`src/rtl/ft_fifo_lat.sv`:
```
// Flow-through adapter: turns a RAM FIFO with RAM_LAT-clock read latency into a
// zero-latency head/peek interface using a credit-tracked skid buffer.
module ft_fifo_lat #(
  parameter int FIFO_WIDTH = 32,
  parameter int RAM_LAT    = 2,
  parameter bit LESS_RST   = 1'b0,
  localparam int SKID      = RAM_LAT + 1,
  localparam int CW        = $clog2(SKID + 1)
) (
  input  logic                  clk,
  input  logic                  rst_n,
  input  logic                  sync_rst_n,
  input  logic                  ram_fifo_empty,
  input  logic [FIFO_WIDTH-1:0] ram_fifo_data,
  input  logic                  ft_pop,
  output logic                  ram_pop,
  output logic                  ft_valid,
  output logic [FIFO_WIDTH-1:0] ft_data,
  output logic                  ft_valid2,
  output logic [FIFO_WIDTH-1:0] ft_data2,
  output logic [CW-1:0]         ft_cnt
);

  localparam logic [CW-1:0] SKID_C = CW'(SKID);

  if (RAM_LAT < 1 || RAM_LAT > 4) begin : g_bad_lat
    $error("ft_fifo_lat: RAM_LAT must be in 1..4");
  end

  logic [CW-1:0]         credit;
  logic [CW-1:0]         credit_nxt;
  logic [RAM_LAT-1:0]    pipe;
  logic [RAM_LAT-1:0]    pipe_nxt;
  logic                  ret;
  logic                  qual_pop;
  logic                  placed;
  logic [SKID-1:0]       valid;
  logic [SKID-1:0]       valid_nxt;
  logic [FIFO_WIDTH-1:0] data_q   [SKID];
  logic [FIFO_WIDTH-1:0] data_nxt [SKID];

  assign qual_pop  = ft_pop & valid[0];
  assign ram_pop   = !ram_fifo_empty & sync_rst_n & ((credit < SKID_C) | qual_pop);
  assign ret       = pipe[RAM_LAT-1];
  assign ft_valid  = valid[0];
  assign ft_valid2 = valid[1];
  assign ft_data   = data_q[0];
  assign ft_data2  = data_q[1];

  // Each bit of the pipe marks a read whose data is still travelling through the RAM.
  if (RAM_LAT == 1) begin : g_pipe1
    assign pipe_nxt = ram_pop;
  end else begin : g_pipen
    assign pipe_nxt = {pipe[RAM_LAT-2:0], ram_pop};
  end

  always_comb begin
    credit_nxt = credit;
    if (ram_pop && !qual_pop)
      credit_nxt = credit + 1'b1;
    else if (qual_pop && !ram_pop)
      credit_nxt = credit - 1'b1;
  end

  // Pop shifts the compacted skid down first, so a same-cycle return lands behind it.
  always_comb begin
    valid_nxt = valid;
    data_nxt  = data_q;
    placed    = 1'b0;
    if (qual_pop) begin
      for (int i = 0; i < SKID - 1; i++) begin
        valid_nxt[i] = valid[i+1];
        data_nxt[i]  = data_q[i+1];
      end
      valid_nxt[SKID-1] = 1'b0;
    end
    if (ret) begin
      for (int i = 0; i < SKID; i++) begin
        if (!placed && !valid_nxt[i]) begin
          valid_nxt[i] = 1'b1;
          data_nxt[i]  = ram_fifo_data;
          placed       = 1'b1;
        end
      end
    end
  end

  always_comb begin
    ft_cnt = '0;
    for (int i = 0; i < SKID; i++)
      ft_cnt = ft_cnt + CW'(valid[i]);
  end

  always_ff @(posedge clk or negedge rst_n) begin
    if (!rst_n) begin
      credit <= '0;
      pipe   <= '0;
      valid  <= '0;
    end else if (!sync_rst_n) begin
      credit <= '0;
      pipe   <= '0;
      valid  <= '0;
    end else begin
      credit <= credit_nxt;
      pipe   <= pipe_nxt;
      valid  <= valid_nxt;
    end
  end

  // Payload flops may skip reset: valid bits alone decide what is visible.
  if (LESS_RST) begin : g_data_norst
    always_ff @(posedge clk) begin
      data_q <= data_nxt;
    end
  end else begin : g_data_rst
    always_ff @(posedge clk or negedge rst_n) begin
      if (!rst_n) begin
        for (int i = 0; i < SKID; i++) data_q[i] <= '0;
      end else if (!sync_rst_n) begin
        for (int i = 0; i < SKID; i++) data_q[i] <= '0;
      end else begin
        data_q <= data_nxt;
      end
    end
  end

  a_credit_ovf: assert property (@(posedge clk) disable iff (!rst_n)
    credit <= SKID_C)
    else $error("design_error: credit overflow");

  a_skid_ovf: assert property (@(posedge clk) disable iff (!rst_n)
    !(sync_rst_n && ret && !qual_pop && (&valid)))
    else $error("design_error: skid write with no free entry");

  a_ret_nocredit: assert property (@(posedge clk) disable iff (!rst_n)
    !(sync_rst_n && ret && credit == '0))
    else $error("design_error: return with zero credit");

endmodule

```
`config.mk`:
```
export PLATFORM = sky130hd
export DESIGN_NAME = ft_fifo_lat
export DESIGN_NICKNAME = d
export VERILOG_FILES = /design/src/rtl/ft_fifo_lat.sv
export SDC_FILE = /design/constraint.sdc
export NUM_CORES = 1
export LEC_CHECK = 0
export CORE_ASPECT_RATIO = 1.1
export CORE_MARGIN = 3
export CORE_UTILIZATION = 40
export CTS_CLUSTER_DIAMETER = 60
export DETAILED_ROUTE_END_ITERATION = 8
export DONT_BUFFER_PORTS = 1
export GPL_TIMING_DRIVEN = 1
export HOLD_SLACK_MARGIN = 0.05
export MAX_ROUTING_LAYER = met4
export PLACE_DENSITY_LB_ADDON = 0.15
export SYNTH_ARGS = -nofsm -noshare
export SYNTH_HDL_FRONTEND = slang
export SYNTH_SLANG_ARGS = --single-unit
```
`constraint.sdc`:
```
create_clock -name clk -period 1.9 [get_ports clk]
set_clock_uncertainty 0.1 [all_clocks]
set_input_delay 0.38 -clock clk [delete_from_list [all_inputs] [get_ports clk]]
set_output_delay 0.38 -clock clk [all_outputs]
set_load 0.005 [all_outputs]
```
==> summary.txt, run 1 <==
GRT
  – Vias in the first global route: 4128
  – Total grt overflow: 0
  – GRT Total Usage: 20.5%
  – Largest net degree at the start of global routing: 104
  – Number of antenna violations at the first check in global routing: 0
  – First-pass GRT wire length: 24.5 mm

Cells and area
  – Diode count: 0
  – Share of cells above drive strength 1: 19.8%
  – Syn-to-layout area delta: 3.57%
  – Final core utilization: 43.3%
  – Final #Nets: 487
  – Post-Layout Cell Count: 638
  – Post-layout instance area: 0.00584 sq mm

Synthesis
  – Synth area leaders: dfrtp_1, buf_4, a211oi_1, a211oi_2, mux2i_1
  – Ys Warns: 0
  – Seq cells post-synth: 103
  – Synth unique cells: 32
  – Sequential-to-total area share from yosys stat: 45.7%
  – Area share of the largest cell type after synthesis: 45.7%
  – Post-Syn Area: 0.00564 sq mm
  – Post-Syn Nets: 553
  – Yosys top cell by area: dfrtp_1
  – Mapped Cells: 515
  – Syn avg cell area: 10.9 sq um

Route
  – Detailed Route Iter0 Violations: 250
  – Routed wire length: 15.2 mm
  – Post-route ant nets: 0
  – DRC: 0
  – Routed length per instance: 23.8 microns
  – TritonRoute pass-1 iters: 5
  – Vias/cell: 6.24
  – Via Count: 3984

STA
  – Slew Limit Fails: 0
  – Min setup slack post-route: 47.8 ps
  – Worst relative slew slack: 66.2%
  – RSZ-0062 raised after global routing: no
  – Setup Viol. Count Final: 0
  – Period minus WS final: 1850 ps
  – Worst hold slack: -375 ps
  – Final Hold Vio Count: 103
  – Post-route setup TNS: 0 ps
  – Tcrit/Tclk final: 97.5%
  – Tightest Pin Transition: 506 ps
  – Maximum clock frequency: 540 MHz

Critical path
  – Levels on crit path: 1
  – Worst path slowest cell: fa_1
  – Critical R2R Launch: valid[0]
  – Reg-to-reg setup timing slack: 130 ps
  – Critical Path Source Type: flip-flop
  – Worst path max stage delay: 580 ps
  – CP bufs+invs: 0
  – CP Max Fanout: 4
  – Crit path DAT: 1370 ps
  – Crit path launch: valid[0]
  – Crit path kind: reg -> out
  – CP top delay family: adder cells
  – WP data required: 1420 ps
  – R2r worst-path depth: 5
  – Crit-path cells: fa_1
  – CP endpoint kind: primary output

Power and ir drop
  – Worst VDD drop: 0.368 mV
  – Total Power: 4.62 mW
  – Lkg Pwr: 2.46 nW
  – Power per Cell Area: 792 mW/mm^2

Clock network
  – CTS Root Cell: clkbuf_16
  – H-tree Lvls: 3
  – Worst skew pair latency: 340 ps
  – Total clock sinks: 103
  – CTS tree: built
  – CTS buffer count: 9
  – Max clock buf depth: 2
  – Clock-pin slew on the worst setup and hold paths: 70 ps

Floorplanning
  – Core area: 0.0135 sq mm
  – Die height: 131 microns
  – Cell Rows: 44
  – Initial core utilization: 41.8%
  – Die area: 0.0156 sq mm
  – Die width: 119 microns
  – Top Ports: 106

Run
  – Max-cap viol count: 0

Place
  – DP HPWL: 9.53 mm
  – GPL Wtd Cong: 0.786
  – DP Area: 0.00539 sq mm
  – Placed Cells: 610
  – Pre-CTS setup slack: 142 ps
  – Port bufs: 0

Status
  – Status: complete, but fails checks
  – Failing checks: negative hold slack

Worst hold path
  – Worst min path class: in -> async
-- kinds of logic (layout without fill, tap and decap cells) --
| kind of cell | count (synthesis) | after routing | share of synthesized area (%) |
|---|---|---|---|
| flops | 103 | 103 | 45.7 |
| simple gates | 82 | 82 | 7.01 |
| xor+xnor | 1 | 1 | 0.289 |
| mux | 32 | 32 | 5.68 |
| buf+inv | 121 | 60 | 13.7 |
| compound gates | 175 | 175 | 27.3 |
| fa+ha+maj | 1 | 1 | 0.355 |
-- sequential cells by signal, summed over array words and instances, names as in the netlist --
register,flops
data_q,32
ft_data2,32
ft_data,32
valid,3
credit,2
pipe,2
-- synthesized netlist by cell type, drive strengths merged --
cell,n
a211oi,98
a21o,2
a21oi,3
a22o,32
a311oi,34
a31oi,1
a41oi,1
and2,1
buf,95
clkbuf,24
dfrtp,103
fa,1
inv,2
mux2i,32
nand2,36
nand2b,4
nand3,33
nand3b,1
nor2,1
nor2b,2
nor3b,2
o211ai,1
o21ai,3
or2,1
or3,1
xnor2,1
-- worst paths after layout --
path | endpoint
hold / removal | ft_data[4]
setup / recovery | ft_cnt[0]
setup reg to reg | ft_data[27]
min in group clk | data_q[20]
hold reg to reg | pipe[1]
max in group asynchronous | ft_data2[2]
-- per-layer routing --
metal	global-route usage [%]	vias up	part of all wire (%)
met1	26.2	2066	44
li1	-	1774	-
met4	6.27	0	1.8
met3	4.82	24	6.1
met2	32.8	120	48
met5	-	-	0
-- final cells by class --
| class | instances | area, sq um |
|---|---|---|
| Timing Repair Buffer | 42 | 375 |
| Multi-Input combinational cell | 291 | 2310 |
| Clock inverter | 7 | 108 |
| Sequential cell | 103 | 2580 |
| Clock buffer | 9 | 225 |
| Tap cell | 184 | 230 |
| Inverter | 2 | 8.76 |
| Fill cell | 1290 | 7650 |
-- what timing repair did --
item                                   in CTS  in global routing
resized for setup                           1                  1
hold buffers                                8                  1
pin swaps                                   1                  0
endpoints found under the hold margin     111                104
setup endpoints to repair                   1                  1
buffers inserted                            3                  0
-- cells in the final DEF (no fill, tap or decap), types with 2 or more instances in the layout --
| cell type | count |
|---|---|
| clkinv_2 | 2 |
| dfrtp_1 | 100 |
| buf_4 | 30 |
| a22o_1 | 32 |
| nand2_1 | 35 |
| o21ai_0 | 3 |
| dfrtp_2 | 3 |
| mux2i_1 | 32 |
| dlygate4sd3_1 | 9 |
| a211oi_1 | 68 |
| nor2b_1 | 2 |
| nand3_1 | 33 |
| bufinv_16 | 2 |
| clkbuf_16 | 9 |
| nand2b_1 | 3 |
| a21oi_1 | 3 |
| buf_12 | 3 |
| a311oi_1 | 34 |
| clkinv_4 | 2 |
| a211oi_2 | 30 |
-- power by group --
part	switching (mW)	total, mW	internal [mW]
logic	0.186	0.287	0.101
clock network	0.882	2.06	1.17
registers	0.0443	2.28	2.24
(Power assumes the default switching activity.)
==> inputs of run 2 (changes only) <==
Settings changed: GPL_TIMING_DRIVEN 1 to 0.
==> run 2 against run 1 <==
Net effect: the flow still finishes with violations (negative hold slack); maximum frequency down 1.8%; sequential share of layout area down 4.2 points; combinational power up 41%; power up 2.3%; cell count up 15%; largest cell class unchanged; largest power group unchanged; critical path depth up 3; worst setup slack worse by 33 ps; die area unchanged; design area up 11%; clock-buffer cell count up 2.
==> summary.txt, run 2 (synthesized netlist as in run 1, its figures left out) <==
GRT
  – Number of antenna violations at the first check in global routing: 0 (unchanged)
  – Vias in the first global route: 4668 (+13%)
  – First-pass GRT wire length: 26.7 mm (+8.9%)
  – GRT Total Usage: 22.6% (+2.1 points)
  – Largest net degree at the start of global routing: 104 (unchanged)
  – Total grt overflow: 0 (unchanged)

Power and ir drop
  – Flop pwr share: 48.1% (-1.2 points)
  – Switching pwr: 1.14 mW (+2.4%)
  – P_int: 3.59 mW (+2.3%)
  – Switching Share: 24.1% (+0.029 points)
  – Worst VDD drop: 0.434 mV (+18%)
  – Lkg Pwr: 2.87 nW (+17%)
  – Total Power: 4.73 mW (+2.3%)
  – Gate power share: 8.5% (+2.3 points)
  – Clock share of power: 43.4% (-1.1 points)
  – Power per Cell Area: 733 mW/mm^2 (-7.5%)

Cells and area
  – Most frequent cells in the layout: dfrtp_1, buf_4, a211oi_1, nand2_1, nand3_1
  – Diode count: 0 (unchanged)
  – Post-layout instance area: 0.00646 sq mm (+11%)
  – Syn-to-layout area delta: 14.5%
  – # fillers: 1295 (+0.39%)
  – Final #Nets: 580 (+19%)
  – Share of cells above drive strength 1: 31.1% (+11 points)
  – Most common cell after layout, fill and taps aside: dfrtp_1

Floorplanning
  – Cell Rows: 44 (unchanged)
  – Die width: 119 microns (unchanged)
  – Die height: 131 microns (unchanged)
  – Core area: 0.0135 sq mm (unchanged)
  – Initial core utilization: 41.8% (unchanged)
  – Die area: 0.0156 sq mm (unchanged)
  – Top Ports: 106 (unchanged)

Place
  – DP HPWL: 11.1 mm (+16%)
  – GPL Wtd Cong: 0.820 (+4.2%)
  – DP Area: 0.00587 sq mm (+8.8%)
  – Pre-CTS setup slack: -63.6 ps (-206 ps)
  – Port bufs: 0 (unchanged)

Clock network
  – CTS tree: built
  – Total clock sinks: 103 (unchanged)
  – Clock-pin slew on the worst setup and hold paths: 80 ps (about the same)
  – Worst skew pair latency: 350 ps (about the same)
  – Max clock buf depth: 2 (unchanged)
  – CTS Root Cell: clkbuf_16
  – CTS buffer count: 9 (unchanged)
  – H-tree Lvls: 3 (unchanged)

STA
  – Setup Viol. Count Final: 0 (unchanged)
  – RSZ-0062 raised after global routing: yes
  – Maximum clock frequency: 530 MHz (-1.8%)
  – Period minus WS final: 1890 ps (+33.1 ps)
  – Tcrit/Tclk final: 99.2% (+1.7 points)
  – Slew Limit Fails: 0 (unchanged)
  – Tightest Pin Transition: 796 ps (+289 ps)
  – Final Hold Vio Count: 103 (unchanged)
  – Worst relative slew slack: 47.0% (-19 points)
  – Worst hold slack: -379 ps (-3.36 ps)
  – Min setup slack post-route: 14.6 ps (-33.1 ps)

Route
  – Detailed Route Iter0 Violations: 253 (+1.2%)
  – Via Count: 4332 (+8.7%)
  – TritonRoute pass-1 iters: 4 (-1)
  – Post-route ant nets: 0 (unchanged)
  – Routed length per instance: 23.0 microns (-3.4%)
  – DRC: 0 (unchanged)
  – Routed wire length: 16.8 mm (+11%)
  – Vias/cell: 5.93 (-5.1%)

Critical path
  – Crit path DAT: 1410 ps (+40 ps)
  – Crit-path cells: buf_6 -> nand2_8 -> clkbuf_16 -> a311oi_4
  – WP data required: 1420 ps (about the same)
  – Worst path max stage delay: 430 ps (-150 ps)
  – Critical Path Source Type: flip-flop
  – Worst path slowest cell: dfrtp_2
  – CP Max Fanout: 10 (+6)
  – Crit path kind: reg -> out
  – CP endpoint kind: primary output

Status
  – Failing checks: negative hold slack
  – Status: complete, but fails checks

Worst hold path
  – Worst min path class: in -> async

Run
  – Max-cap viol count: 0 (unchanged)
==> run 2: cell types whose count changed in the layout (fill, tap and decap cells not counted), sizes merged <==
cell,before,now
dlygate4sd3,9,12
buf,33,96
clkinv,5,2
clkbuf,9,38
clkinvlp,0,1
==> run 2: cell type report <==
cell class | instances | area (sq um) | area share [%]
plain buffers | 119 | 816 | 12.6
clock buffers | 11 | 243 | 3.76
clock inverters | 5 | 81.3 | 1.26
inverters | 2 | 7.51 | 0.116
multi-input cells | 291 | 2350 | 36.4
flip-flops and latches | 103 | 2580 | 40.0
well taps | 184 | 230 | 3.57
repair buffers | 16 | 148 | 2.29
==> run 2: critical path: cells and delay by family, from the launching register on <==
family | cells | cell delay (ps)
buffers and inverters | 2 | 320
AOI/OAI and AO/OA | 1 | 220
DFF | 1 | 430
and+or+nand+nor | 1 | 80
==> run 2: path summary, 6_finish.rpt <==
check	from	cells past startpoint	slack (ps)	end
min in group clk	ram_fifo_data[14]	1	60	data_q[14]
worst max register to register	valid[2]	4	80	ft_data2[8]
max in group asynchronous	rst_n	0	1960	ft_data2[22]
worst min-delay path	rst_n	0	-380	ft_data[14]
worst min register to register	pipe[0]	1	370	pipe[1]
worst max-delay path	valid[0]	4	10	ram_pop
==> run 2: routing by layer <==
| layer | wire [microns] | part of all wire (%) | global-route usage (%) |
|---|---|---|---|
| met3 | 1070 | 6.4 | 4.86 |
| met5 | 0 | 0 | - |
| met1 | 7470 | 44 | 28.8 |
| met2 | 7810 | 46 | 35.2 |
| met4 | 476 | 2.8 | 9.41 |
==> run 2: repair_timing <==
item	CTS	global route
endpoints found under the setup margin	30	85
pin swaps	1	0
gates resized for setup	13	34
hold endpoints to repair	114	104
hold buffers	11	1
buffers inserted	2	2
==> run 2: stage by stage <==
step	instances	utilization [%]	setup TNS, ps
detailed placement	699	43.5	-236
global route	731	47.9	-66.6
CTS	728	47.3	-16.1
floorplan	515	-	0
global placement	699	43.5	-56.1
finish	731	47.9	0
==> run 2: power by group through the flow <==
| stage | logic (mW) | registers (mW) | clock network (mW) |
|---|---|---|---|
| 3_5_place_dp | 0.362 | 2.32 | 0 |
| 6_report | 0.404 | 2.28 | 2.05 |
| 3_3_place_gp | 0.357 | 2.31 | 0 |
| 2_1_floorplan | 0.268 | 2.30 | 0 |
| 4_1_cts | 0.395 | 2.28 | 2.08 |
| 5_1_grt | 0.436 | 2.28 | 2.17 |
==> inputs of run 3 (changes only) <==
Settings changed: PLACE_DENSITY_LB_ADDON 0.15 to 0.05.
==> run 3 against run 2 <==
Net effect: utilization is 1.1 points higher; critical endpoint unchanged; power down 0.82%; register-to-register slack better by 20 ps; first-iteration DRC count is 4.7% higher; die area did not move; the run still ends with negative hold slack left; highest routed layer unchanged; flip-flop and latch count is the same; clock-buffer cell count grew 1.
==> summary.txt, run 3 (synthesized netlist as in run 1, its figures left out) <==
Route
  – TritonRoute pass-1 iters: 5 (+1)
  – Vias/cell: 5.91 (-0.27%)
  – DRC: 0 (unchanged)
  – Via Count: 4403 (+1.6%)
  – Post-route ant nets: 0 (unchanged)
  – Routed length per instance: 23.1 microns (+0.45%)
  – Routed wire length: 17.2 mm (+2.4%)
  – Detailed Route Iter0 Violations: 265 (+4.7%)

STA
  – Worst relative slew slack: 44.5% (-2.5 points)
  – Maximum clock frequency: 537 MHz (+1.3%)
  – Tcrit/Tclk final: 98.0% (-1.2 points)
  – Period minus WS final: 1860 ps (-23.5 ps)
  – RSZ-0062 raised after global routing: yes
  – Worst hold slack: -382 ps (-3.79 ps)
  – Final Hold Vio Count: 103 (unchanged)
  – Min setup slack post-route: 38.1 ps (+23.5 ps)
  – Setup Viol. Count Final: 0 (unchanged)
  – Tightest Pin Transition: 833 ps (+37.2 ps)
  – Slew Limit Fails: 0 (unchanged)

Critical path
  – Worst path slowest cell: dfrtp_2
  – CP top delay family: flip-flops
  – Crit path DAT: 1380 ps (-30 ps)
  – CP bufs+invs: 2 (unchanged)
  – Reg-to-reg setup timing slack: 100 ps (+20 ps)
  – WP data required: 1420 ps (about the same)
  – Crit path kind: reg -> out
  – Crit-path cells: buf_6 -> nand2_8 -> clkbuf_16 -> a311oi_4
  – CP endpoint kind: primary output
  – Critical Path Source Type: flip-flop
  – Worst path max stage delay: 420 ps (about the same)
  – CP Max Fanout: 8 (-2)

Clock network
  – Total clock sinks: 103 (unchanged)
  – Clock-pin slew on the worst setup and hold paths: 70 ps (about the same)
  – CTS Root Cell: clkbuf_16
  – Max clock buf depth: 2 (unchanged)
  – Worst skew pair latency: 350 ps (about the same)
  – CTS buffer count: 9 (unchanged)
  – H-tree Lvls: 3 (unchanged)
  – CTS tree: built

Worst hold path
  – Worst min path class: in -> async

GRT
  – First-pass GRT wire length: 27.1 mm (+1.7%)
  – Vias in the first global route: 4801 (+2.8%)
  – Total grt overflow: 0 (unchanged)
  – Largest net degree at the start of global routing: 104 (unchanged)
  – Number of antenna violations at the first check in global routing: 0 (unchanged)
  – GRT Total Usage: 23.2% (+0.56 points)

Power and ir drop
  – Worst VDD drop: 0.556 mV (+28%)
  – Power per Cell Area: 711 mW/mm^2 (-3.0%)
  – Lkg Pwr: 2.94 nW (+2.2%)
  – Total Power: 4.69 mW (-0.82%)

Place
  – Port bufs: 0 (unchanged)
  – GPL Wtd Cong: 0.761 (-7.2%)
  – Placed Cells: 699 (unchanged)
  – DP HPWL: 11.0 mm (-1.0%)
  – Pre-CTS setup slack: -72.1 ps (-8.53 ps)

Floorplanning
  – Die width: 119 microns (unchanged)
  – Die height: 131 microns (unchanged)
  – Core area: 0.0135 sq mm (unchanged)
  – Die area: 0.0156 sq mm (unchanged)
  – Cell Rows: 44 (unchanged)
  – Top Ports: 106 (unchanged)
  – Initial core utilization: 41.8% (unchanged)

Cells and area
  – Diode count: 0 (unchanged)
  – Post-Layout Cell Count: 745 (+1.9%)
  – Syn-to-layout area delta: 17.0%
  – Final core utilization: 48.9% (+1.1 points)
  – Most frequent cells in the layout: dfrtp_1, buf_4, a211oi_1, nand2_1
  – Final #Nets: 594 (+2.4%)
  – Most common cell after layout, fill and taps aside: dfrtp_1
  – Share of cells above drive strength 1: 30.5% (-0.60 points)
  – # fillers: 1292 (-0.23%)

Status
  – Failing checks: negative hold slack
  – Status: complete, but fails checks

Run
  – Max-cap viol count: 0 (unchanged)
-- run 3: cell types whose count changed in the layout (fill, tap and decap cells not counted), sizes merged --
| cell | delta |
|---|---|
| clkinvlp | -1 |
| buf | +3 |
| dlymetal6s2s | +1 |
| dlygate4sd3 | +11 |
-- run 3: worst paths after layout --
check                           depth (start not counted)       start           end
worst min-delay path                                    0       rst_n     credit[1]
max in group asynchronous                               0       rst_n    ft_data[8]
worst min register to register                          1     pipe[0]       pipe[1]
worst max-delay path                                    4    valid[0]       ram_pop
min in group clk                                        1  sync_rst_n       pipe[1]
worst max register to register                          5    valid[1]  ft_data2[11]
-- run 3: cell type report --
class	instances	area, sq um	area share, %
Multi-Input combinational cell	291	2360	35.8
Inverter	2	7.51	0.114
Buffer	119	823	12.5
Sequential cell	103	2580	39.1
Clock buffer	12	236	3.58
Timing Repair Buffer	30	288	4.36
Clock inverter	4	70.1	1.06
Tap cell	184	230	3.49
-- run 3: repair_timing --
action                                  4_1_cts  5_1_grt
hold buffers                                 22        1
setup buffers                                 1        6
endpoints found under the hold margin       125      104
gates resized for setup                      14       39
pin swaps                                     1        0
endpoints found under the setup margin       36       80
-- run 3: report_power, final --
| group | internal, mW | total (mW) | switching, mW |
|---|---|---|---|
| Combinational | 0.179 | 0.431 | 0.252 |
| Sequential | 2.24 | 2.27 | 0.0363 |
| Clock | 1.15 | 1.99 | 0.834 |
-- run 3: metrics by stage --
step	hold WS (ps)	cell area, sq um	TNS, ps
after floorplan	-15.6	5640	0
after global placement	-10.0	5870	-244
after detailed placement	-11.0	5870	-255
after CTS	-394	6460	-24.9
after global routing	-403	6600	-14.1
final	-382	6600	0
-- run 3: layer usage --
layer	GRT usage [%]	vias to the layer above	part of all wire, %
li1	-	1987	-
met1	29.3	2264	43
met2	37.2	130	51
met3	5.90	22	5.2
met4	6.48	0	1.3
met5	-	-	0
-- run 3: worst register-to-register path: stages, from the launching register on --
cell and delay [ps]:
dfrtp_2 470, or2_1 240, buf_4 160, clkbuf_2 260, a211oi_1 340, a211oi_2 80
